$ cat config.mk
export PLATFORM = sky130hd
export DESIGN_NAME = decode_stage
export DESIGN_NICKNAME = d
export VERILOG_FILES = /design/src/rtl/riscv_pkg.sv /design/src/rtl/decode_comb.sv /design/src/rtl/decode_stage.sv
export SDC_FILE = /design/constraint.sdc
export NUM_CORES = 1
export LEC_CHECK = 0
export ABC_AREA = 1
export BUFFER_PORTS_ARGS = -buffer_cell sky130_fd_sc_hd__buf_2
export CORE_ASPECT_RATIO = 0.8
export CORE_MARGIN = 1.5
export CORE_UTILIZATION = 43
export CTS_CLUSTER_DIAMETER = 30
export DETAILED_ROUTE_END_ITERATION = 10
export PLACE_DENSITY = 0.65
export SYNTH_ARGS = -nofsm -noshare
export SYNTH_HDL_FRONTEND = slang
export SYNTH_SLANG_ARGS = --single-unit
$ cat constraint.sdc
create_clock -name clk -period 1.4 [get_ports clk]
set_clock_uncertainty 0.05 [all_clocks]
set_input_delay 0.21 -clock clk [delete_from_list [all_inputs] [get_ports clk]]
set_output_delay 0.21 -clock clk [all_outputs]
set_load 0.005 [all_outputs]
$ cat src/rtl/riscv_pkg.sv
// Shared RV32I decode constants: opcodes, format codes and the decoded control payload.
package riscv_pkg;

    localparam int unsigned XLEN_DEFAULT = 32;
    localparam int unsigned REG_W        = 5;
    localparam int unsigned OPC_W        = 7;

    localparam logic [OPC_W-1:0] OP_R      = 7'b0110011;
    localparam logic [OPC_W-1:0] OP_IMM    = 7'b0010011;
    localparam logic [OPC_W-1:0] OP_LOAD   = 7'b0000011;
    localparam logic [OPC_W-1:0] OP_JALR   = 7'b1100111;
    localparam logic [OPC_W-1:0] OP_STORE  = 7'b0100011;
    localparam logic [OPC_W-1:0] OP_BRANCH = 7'b1100011;
    localparam logic [OPC_W-1:0] OP_LUI    = 7'b0110111;
    localparam logic [OPC_W-1:0] OP_AUIPC  = 7'b0010111;
    localparam logic [OPC_W-1:0] OP_JAL    = 7'b1101111;

    typedef enum logic [2:0] {
        FMT_R       = 3'd0,
        FMT_I       = 3'd1,
        FMT_S       = 3'd2,
        FMT_B       = 3'd3,
        FMT_U       = 3'd4,
        FMT_J       = 3'd5,
        FMT_ILLEGAL = 3'd7
    } fmt_e;

    typedef struct packed {
        logic [REG_W-1:0] rs1;
        logic [REG_W-1:0] rs2;
        logic [REG_W-1:0] rd;
        fmt_e             fmt;
        logic             rs1_used;
        logic             rs2_used;
        logic             rd_we;
        logic             illegal;
    } dec_ctrl_t;

endpackage

$ cat src/rtl/decode_comb.sv
// Purely combinational RV32I field and immediate decode; unused indices are forced to zero.
module decode_comb
    import riscv_pkg::*;
#(
    parameter int unsigned XLEN = XLEN_DEFAULT
) (
    input  logic [31:0]     instr,
    output logic [XLEN-1:0] imm,
    output dec_ctrl_t       ctrl
);

    logic [OPC_W-1:0]  opcode;
    logic [REG_W-1:0]  rd_f;
    logic [REG_W-1:0]  rs1_f;
    logic [REG_W-1:0]  rs2_f;
    logic signed [31:0] imm32;

    assign opcode = instr[6:0];
    assign rd_f   = instr[11:7];
    assign rs1_f  = instr[19:15];
    assign rs2_f  = instr[24:20];

    always_comb begin
        ctrl         = '0;
        ctrl.fmt     = FMT_ILLEGAL;
        ctrl.illegal = 1'b1;
        imm32        = '0;
        if (instr[1:0] == 2'b11) begin
            case (opcode)
                OP_R: begin
                    ctrl.fmt      = FMT_R;
                    ctrl.illegal  = 1'b0;
                    ctrl.rs1      = rs1_f;
                    ctrl.rs2      = rs2_f;
                    ctrl.rd       = rd_f;
                    ctrl.rs1_used = 1'b1;
                    ctrl.rs2_used = 1'b1;
                    ctrl.rd_we    = (rd_f != 5'd0);
                end
                OP_IMM, OP_LOAD, OP_JALR: begin
                    ctrl.fmt      = FMT_I;
                    ctrl.illegal  = 1'b0;
                    ctrl.rs1      = rs1_f;
                    ctrl.rd       = rd_f;
                    ctrl.rs1_used = 1'b1;
                    ctrl.rd_we    = (rd_f != 5'd0);
                    imm32         = {{20{instr[31]}}, instr[31:20]};
                end
                OP_STORE: begin
                    ctrl.fmt      = FMT_S;
                    ctrl.illegal  = 1'b0;
                    ctrl.rs1      = rs1_f;
                    ctrl.rs2      = rs2_f;
                    ctrl.rs1_used = 1'b1;
                    ctrl.rs2_used = 1'b1;
                    imm32         = {{20{instr[31]}}, instr[31:25], instr[11:7]};
                end
                OP_BRANCH: begin
                    ctrl.fmt      = FMT_B;
                    ctrl.illegal  = 1'b0;
                    ctrl.rs1      = rs1_f;
                    ctrl.rs2      = rs2_f;
                    ctrl.rs1_used = 1'b1;
                    ctrl.rs2_used = 1'b1;
                    imm32         = {{20{instr[31]}}, instr[7], instr[30:25], instr[11:8], 1'b0};
                end
                OP_LUI, OP_AUIPC: begin
                    ctrl.fmt      = FMT_U;
                    ctrl.illegal  = 1'b0;
                    ctrl.rd       = rd_f;
                    ctrl.rd_we    = (rd_f != 5'd0);
                    imm32         = {instr[31:12], 12'b0};
                end
                OP_JAL: begin
                    ctrl.fmt      = FMT_J;
                    ctrl.illegal  = 1'b0;
                    ctrl.rd       = rd_f;
                    ctrl.rd_we    = (rd_f != 5'd0);
                    imm32         = {{12{instr[31]}}, instr[19:12], instr[20], instr[30:21], 1'b0};
                end
                default: ;
            endcase
        end
    end

    // Signed source makes the width cast sign-extend above bit 31 for XLEN=64.
    assign imm = XLEN'(imm32);

endmodule

$ cat src/rtl/decode_stage.sv
// Decode stage: combinational decode feeding a DEPTH-entry in-order output FIFO with valid/ready handshake.
module decode_stage
    import riscv_pkg::*;
#(
    parameter int unsigned XLEN  = XLEN_DEFAULT,
    parameter int unsigned DEPTH = 2
) (
    input  logic            clk,
    input  logic            rst_n,
    input  logic            flush,
    input  logic            in_valid,
    output logic            in_ready,
    input  logic [31:0]     in_instr,
    input  logic [XLEN-1:0] in_pc,
    output logic            out_valid,
    input  logic            out_ready,
    output logic [XLEN-1:0] out_pc,
    output logic [4:0]      out_rs1,
    output logic [4:0]      out_rs2,
    output logic [4:0]      out_rd,
    output logic [XLEN-1:0] out_imm,
    output logic [2:0]      out_fmt,
    output logic            out_rs1_used,
    output logic            out_rs2_used,
    output logic            out_rd_we,
    output logic            out_illegal
);

    localparam int unsigned AW = (DEPTH > 1) ? $clog2(DEPTH) : 1;
    localparam int unsigned CW = $clog2(DEPTH + 1);

    logic [XLEN-1:0] dec_imm;
    dec_ctrl_t       dec_ctrl;

    decode_comb #(.XLEN(XLEN)) u_decode (
        .instr (in_instr),
        .imm   (dec_imm),
        .ctrl  (dec_ctrl)
    );

    logic [XLEN-1:0] pc_mem   [DEPTH];
    logic [XLEN-1:0] imm_mem  [DEPTH];
    dec_ctrl_t       ctrl_mem [DEPTH];

    logic [AW-1:0] wr_ptr;
    logic [AW-1:0] rd_ptr;
    logic [CW-1:0] count;
    logic [CW-1:0] count_nxt;
    logic          valid_q;
    logic          ready_q;
    logic          push;
    logic          pop;

    // Handshake qualifiers come from registered flags only; flush masks both sides.
    assign push = in_valid && ready_q && !flush;
    assign pop  = valid_q && out_ready && !flush;

    always_comb begin
        count_nxt = count;
        if (flush) begin
            count_nxt = '0;
        end else if (push && !pop) begin
            count_nxt = count + CW'(1);
        end else if (pop && !push) begin
            count_nxt = count - CW'(1);
        end
    end

    // Occupancy, pointers and the registered handshake flags.
    always_ff @(posedge clk or negedge rst_n) begin
        if (!rst_n) begin
            count   <= '0;
            wr_ptr  <= '0;
            rd_ptr  <= '0;
            valid_q <= 1'b0;
            ready_q <= 1'b0;
        end else begin
            count   <= count_nxt;
            valid_q <= (count_nxt != '0);
            ready_q <= (count_nxt < CW'(DEPTH));
            if (flush) begin
                wr_ptr <= '0;
                rd_ptr <= '0;
            end else begin
                if (push) wr_ptr <= wr_ptr + AW'(1);
                if (pop)  rd_ptr <= rd_ptr + AW'(1);
            end
        end
    end

    // Payload storage.
    always_ff @(posedge clk or negedge rst_n) begin
        if (!rst_n) begin
            for (int i = 0; i < DEPTH; i++) begin
                pc_mem[i]   <= '0;
                imm_mem[i]  <= '0;
                ctrl_mem[i] <= '0;
            end
        end else if (push) begin
            pc_mem[wr_ptr]   <= in_pc;
            imm_mem[wr_ptr]  <= dec_imm;
            ctrl_mem[wr_ptr] <= dec_ctrl;
        end
    end

    dec_ctrl_t head_ctrl;

    assign head_ctrl    = valid_q ? ctrl_mem[rd_ptr] : '0;
    assign in_ready     = ready_q;
    assign out_valid    = valid_q;
    assign out_pc       = valid_q ? pc_mem[rd_ptr]  : '0;
    assign out_imm      = valid_q ? imm_mem[rd_ptr] : '0;
    assign out_rs1      = head_ctrl.rs1;
    assign out_rs2      = head_ctrl.rs2;
    assign out_rd       = head_ctrl.rd;
    assign out_fmt      = head_ctrl.fmt;
    assign out_rs1_used = head_ctrl.rs1_used;
    assign out_rs2_used = head_ctrl.rs2_used;
    assign out_rd_we    = head_ctrl.rd_we;
    assign out_illegal  = head_ctrl.illegal;

endmodule

==> results of run 1 <==
area by class of cell:
type | count | area, um2 | area share
clock buffer | 18 | 439 | 0.0318
antenna | 1 | 2.50 | 0.000181
tap | 264 | 330 | 0.0239
timing repair buffer | 325 | 3360 | 0.243
multi-input combinational | 913 | 4760 | 0.344
inverter | 64 | 274 | 0.0198
clock inverter | 14 | 155 | 0.0112
sequential | 178 | 4460 | 0.322
timing repair inverter | 4 | 53.8 | 0.00389
per-stage QoR:
stage,instances,hold WS [ns],utilization
after floorplan,1235,-0.136,-
after global placement,1654,0.0626,0.527
after detailed placement,1654,0.0659,0.527
after CTS,1724,0.00286,0.580
after global routing,1781,0.00507,0.690
final,1781,0.00355,0.690
logic make-up after synthesis:
| kind of cell | count (synthesis) | share of synthesized area |
|---|---|---|
| flip-flops | 178 | 0.502 |
| AO/OA/AOI/OAI | 180 | 0.102 |
| buffers and inverters | 144 | 0.0690 |
| AND/OR/NAND/NOR | 733 | 0.327 |
power by group:
group	switching (uW)	internal (uW)	leakage (uW)
registers	593	5840	0.00235
logic	1900	1750	0.00499
clock network	2330	2600	0.000292
total	4820	10200	0.00763
path summary, 6_finish.rpt:
check	cells past startpoint	end	slack, ns
max	5	out_pc[12]	-0.57
min	3	ctrl_mem[39]	0.004
max reg2reg	10	pc_mem[46]	-0.16
min reg2reg	2	imm_mem[46]	0.42
max in group asynchronous	3	imm_mem[28]	0.57
min in group asynchronous	2	pc_mem[40]	0.16
Yosys cell counts:
cell | number | area (um2)
nand3_1 | 75 | 375
a21oi_1 | 4 | 20.0
nor2_2 | 4 | 25.0
buf_4 | 5 | 37.5
nand4_1 | 1 | 6.26
nand2_2 | 5 | 31.3
nand3_2 | 1 | 10.0
a31oi_1 | 2 | 12.5
buf_6 | 1 | 11.3
nor2_1 | 214 | 803
nor2_4 | 2 | 22.5
a21o_1 | 1 | 7.51
clkbuf_1 | 36 | 135
o21ai_1 | 13 | 65.1
buf_1 | 2 | 7.51
dfrtp_1 | 178 | 4450
inv_1 | 57 | 214
nand2_1 | 429 | 1610
and2_1 | 1 | 6.26
inv_2 | 7 | 26.3
buf_2 | 36 | 180
nand2_4 | 1 | 11.3
o21ai_0 | 160 | 801
worst min-delay path, cell delays in order:
cell and delay (ns):
buf_2 0.13, nand3_2 0.07, nand2_1 0.05
sequential cells by signal, indices dropped and copies added, names as in the netlist:
| signal | cells |
|---|---|
| wr_ptr | 1 |
| imm_mem | 64 |
| out_valid | 1 |
| count | 2 |
| ctrl_mem | 44 |
| pc_mem | 64 |
| rd_ptr | 1 |
| in_ready | 1 |
timing repair:
action	CTS	global route
cloned	1	47
hold endpoints to repair	238	0
resized for setup	33	415
hold buffers	36	0
setup buffers	1	9
endpoints found under the setup margin	251	259
pin swaps	25	85
routing by layer:
layer	up-vias	GRT usage	wire length, um
li1	4433	-	-
met1	4624	0.344	14400
met2	398	0.371	15400
met3	71	0.0432	2180
met4	0	0.0631	804
met5	-	0	0
==> results.py, run 1 <==
metrics = {
    "global_routing": {
        "first_global_vias": 8122,
        "grt_usage": 0.239,
        "grt-ovfl-total": 0,
        "grt_pass1_wl_mm": 41.2,
        "grt_max_degree": 56,
        "antenna_found_initial": 1,
    },
    "yosys": {
        "synth.distinct_cells": 23,
        "syn_nets": 1304,
        "ys_ff_latch": 178,
        "ys_warn_count": 0,
        "netlist_area_um2": 8870,
        "avgSynthCellArea_um2": 7.19,
        "ys_seq_area_frac": 0.502,
        "netlist_instances": 1235,
    },
    "clock_tree": {
        "clockRootBuffer": "clkbuf_16",
        "cts_buffer_depth": 2,
        "clock_sinks": 178,
        "clkTransAtPathRegs_ns": 0.07,
        "cts_tree": "done",
        "cts_made_buffers": 17,
        "htree_levels": 4,
        "clkLatencyLatePin_ns": 0.44,
    },
    "worst_setup_path": {
        "crit_path_top_delay_cell": "dfrtp_2",
        "r2r-start": "in_ready",
        "critPathLaunchType": "flop",
        "critPathBufInv": 3,
        "end_kind": "output port",
        "critPathMaxFanout": 14,
        "arrival_ns": 1.71,
        "path_delay_family": "flip-flops",
        "crit_type": "flop to output port",
        "worstPathRequired_ns": 1.14,
        "path_cells": "buf_12 > clkbuf_16 > o21ai_0 > nor2_1 > buf_2",
        "slowest_delay_ns": 0.48,
        "critPathLaunch": "rd_ptr",
    },
    "final_layout": {
        "syn2layout_area_growth_pct": 55.9,
        "layout-drive-gt1-share": 0.375,
        "final_cell_mix": "nand2_1, nor2_1, dfrtp_1, buf_2, nand2_2",
        "finish.instance_area_um2": 13800,
        "fillerInstances": 1586,
        "fin_nets": 1572,
        "layout_commonest_cell": "nand2_1",
    },
    "floorplan": {
        "core_area_um2": 20000,
        "pin_count": 157,
        "die_h_um": 131,
        "dieArea_um2": 21500,
        "die_x_um": 164,
        "start_util": 0.443,
        "num_rows": 46,
    },
    "placement": {
        "pre_cts_slack_ns": -0.192,
        "io_buffers": 156,
        "place_area_um2": 10600,
        "dp.final_hpwl_mm": 16.8,
        "gp_congestion": 0.813,
    },
    "power": {
        "p_leak_uw": 0.00763,
        "finalPower_uw": 15000,
        "power_density_nw_per_um2": 1080,
        "peakVddDrop_mv": 0.766,
    },
    "drt": {
        "routedWlPerCell_um": 18.4,
        "ant_nets": 0,
        "vias": 9526,
        "drc": 0,
        "drtIter0Drc": 909,
        "vias_per_cell": 5.35,
        "first_pass_iters": 8,
        "routed_wl_mm": 32.8,
    },
    "sta": {
        "worst_slew_pin_slew_ns": 0.394,
        "rsz0062_at_grt": "yes",
        "timing.final.crit_share": 1.41,
        "fin_crit_ns": 1.97,
        "setup_violations": 252,
        "hold_viol": 0,
        "slew_viol_final": 0,
        "max_freq_ghz": 0.508,
        "setup-tns-final_ns": -51.32,
        "max-slew-margin-rel": 0.736,
        "fin_ws_ns": -0.568,
    },
    "hold_path": {
        "min_path_type": "input port to flop",
        "hp-start": "in_instr[15]",
    },
    "flow_run": {
        "maxCapViolations": 0,
    },
    "status": {
        "violations": "setup timing",
        "status": "finished, violations left",
    },
}
No activity file was read; power rests on OpenSTA's default activity.
==> run 2: changes to the inputs <==
--- a/config.mk
+++ b/config.mk
@@ -7,7 +7,6 @@
 export LEC_CHECK = 0
 export ABC_AREA = 1
 export BUFFER_PORTS_ARGS = -buffer_cell sky130_fd_sc_hd__buf_2
-export CORE_ASPECT_RATIO = 0.8
 export CORE_MARGIN = 1.5
 export CORE_UTILIZATION = 43
 export CTS_CLUSTER_DIAMETER = 30
==> run 2 against run 1 <==
Compared with the run above: register-to-register slack about the same; design area up 2.4%; non-clock buffer count down 2; the run still ends with setup timing left; first-iteration DRC count down 1.5%.
==> results.py, run 2 (synthesized netlist as in run 1, its figures left out) <==
metrics = {
    "worst_setup_path": {
        "path_cells": "buf_6 > buf_12 > o21ai_0 > nor2_1 > buf_2",
        "critPathMaxFanout": 15,
        "worstPathRequired_ns": 1.14,
        "slowest_delay_ns": 0.48,
        "crit_type": "flop to output port",
        "critPathLaunchType": "flop",
        "end_kind": "output port",
        "arrival_ns": 1.75,
        "crit_path_top_delay_cell": "dfrtp_2",
    },
    "floorplan": {
        "die_x_um": 147,
        "core_area_um2": 20200,
        "num_rows": 52,
        "pin_count": 157,
        "start_util": 0.439,
        "die_h_um": 147,
        "dieArea_um2": 21500,
    },
    "drt": {
        "first_pass_iters": 5,
        "ant_nets": 0,
        "routedWlPerCell_um": 19.2,
        "routed_wl_mm": 34.3,
        "drc": 0,
        "vias": 9732,
        "vias_per_cell": 5.45,
        "drtIter0Drc": 895,
    },
    "clock_tree": {
        "clkLatencyLatePin_ns": 0.43,
        "htree_levels": 4,
        "clkTransAtPathRegs_ns": 0.07,
        "clock_sinks": 178,
        "clockRootBuffer": "clkbuf_16",
        "cts_tree": "done",
        "cts_buffer_depth": 2,
        "cts_made_buffers": 17,
    },
    "power": {
        "power_density_nw_per_um2": 1080,
        "peakVddDrop_mv": 0.967,
        "finalPower_uw": 15300,
        "swShare": 0.319,
        "combPwrFrac": 0.254,
        "p_int_uw": 10400,
        "p_sw_uw": 4890,
        "clkPwrFrac": 0.323,
        "p_leak_uw": 0.00769,
        "p_seq_frac": 0.423,
    },
    "final_layout": {
        "fin_nets": 1571,
        "layout_commonest_cell": "nand2_1",
        "final_cell_mix": "nand2_1, nor2_1, dfrtp_1, buf_2, nand2_2",
        "layout-drive-gt1-share": 0.393,
        "fillerInstances": 1489,
        "syn2layout_area_growth_pct": 59.6,
        "final_util": 0.700,
        "fin_cells": 1785,
        "largestRegisters": "imm_mem: 64 flops, pc_mem: 64 flops, ctrl_mem: 44 flops",
        "regArea_um2": 4460,
        "insertedDiodeCount": 0,
        "multiInputGateArea_um2": 4930,
    },
    "sta": {
        "timing.final.crit_share": 1.43,
        "setup_violations": 252,
        "fin_ws_ns": -0.605,
        "slew_viol_final": 0,
        "max_freq_ghz": 0.499,
        "worst_slew_pin_slew_ns": 0.436,
        "rsz0062_at_grt": "yes",
        "hold_viol": 0,
        "fin_crit_ns": 2.01,
        "max-slew-margin-rel": 0.709,
        "setup-tns-final_ns": -52.86,
    },
    "placement": {
        "gp_congestion": 0.860,
        "io_buffers": 156,
        "dp.cells": 1652,
        "pre_cts_slack_ns": -0.267,
        "dp.final_hpwl_mm": 17.1,
    },
    "global_routing": {
        "grt_usage": 0.275,
        "grt-ovfl-total": 0,
        "antenna_found_initial": 0,
        "first_global_vias": 8832,
        "grt_max_degree": 45,
        "grt_pass1_wl_mm": 46.8,
    },
    "hold_path": {
        "min_path_type": "input port to flop",
    },
    "status": {
        "status": "finished, violations left",
        "violations": "setup timing",
    },
    "flow_run": {
        "maxCapViolations": 0,
    },
}
-- run 2: changes by cell type in the layout (fill, tap and decap cells not counted), moves of 10 or more --
cell / delta
o21ai_1: -30
o21ai_2: +25
clkbuf_16: -10
buf_16: +15
nand2_4: +17
nand2_2: -17
-- run 2: what timing repair did --
action	4_1_cts	5_1_grt
endpoints found under the setup margin	257	263
gates resized for setup	175	342
endpoints found under the hold margin	135	0
pin swaps	47	29
hold buffers	35	0
buffers inserted	19	8
gates cloned	21	29
-- run 2: cell type report --
class                      count  area share
inverter                      64      0.0202
tap                          270      0.0239
sequential                   178       0.315
clock inverter                13      0.0108
clock buffer                  19      0.0313
timing repair buffer         323       0.245
timing repair inverter         5     0.00601
multi-input combinational    913       0.349
-- run 2: per-stage QoR --
step	hold slack [ns]	area, um2
5_1_grt	0.00779	14200
3_5_place_dp	0.110	10500
6_report	0.0158	14200
2_1_floorplan	-0.136	8870
3_3_place_gp	0.107	10500
4_1_cts	0.00264	12600
-- run 2: layer usage --
metal	vias up	part of all wire	global-route usage
li1	4436	-	-
met1	4714	0.39	0.376
met2	479	0.49	0.445
met3	103	0.075	0.0419
met4	0	0.042	0.0980
met5	-	0	0
-- run 2: power groups by stage --
| stage | combinational (uW) | clock [uW] | sequential [uW] |
|---|---|---|---|
| floorplan | 1230 | 0 | 6190 |
| global placement | 2330 | 0 | 6250 |
| detailed placement | 2370 | 0 | 6280 |
| CTS | 2900 | 4960 | 6240 |
| global route | 4150 | 5200 | 6560 |
| finish | 3890 | 4950 | 6490 |
-- run 2: final timing paths --
kind                              startpoint            to  slack [ns]  cells after the start
worst min-delay path            in_instr[16]  ctrl_mem[40]        0.02                      3
min in group asynchronous              rst_n     pc_mem[0]        0.21                      2
worst max register to register      in_ready    pc_mem[27]       -0.17                     10
worst max-delay path                  rd_ptr    out_pc[24]       -0.61                      5
worst min register to register  ctrl_mem[40]  ctrl_mem[40]        0.43                      2
max in group asynchronous              rst_n   imm_mem[11]        0.49                      3
-- run 2: worst max-delay path, delay by kind of cell (launching register included) --
family	cells	cell delay (ns)
buf+inv	3	0.47
simple gates	1	0.11
compound gates	1	0.25
flops	1	0.48
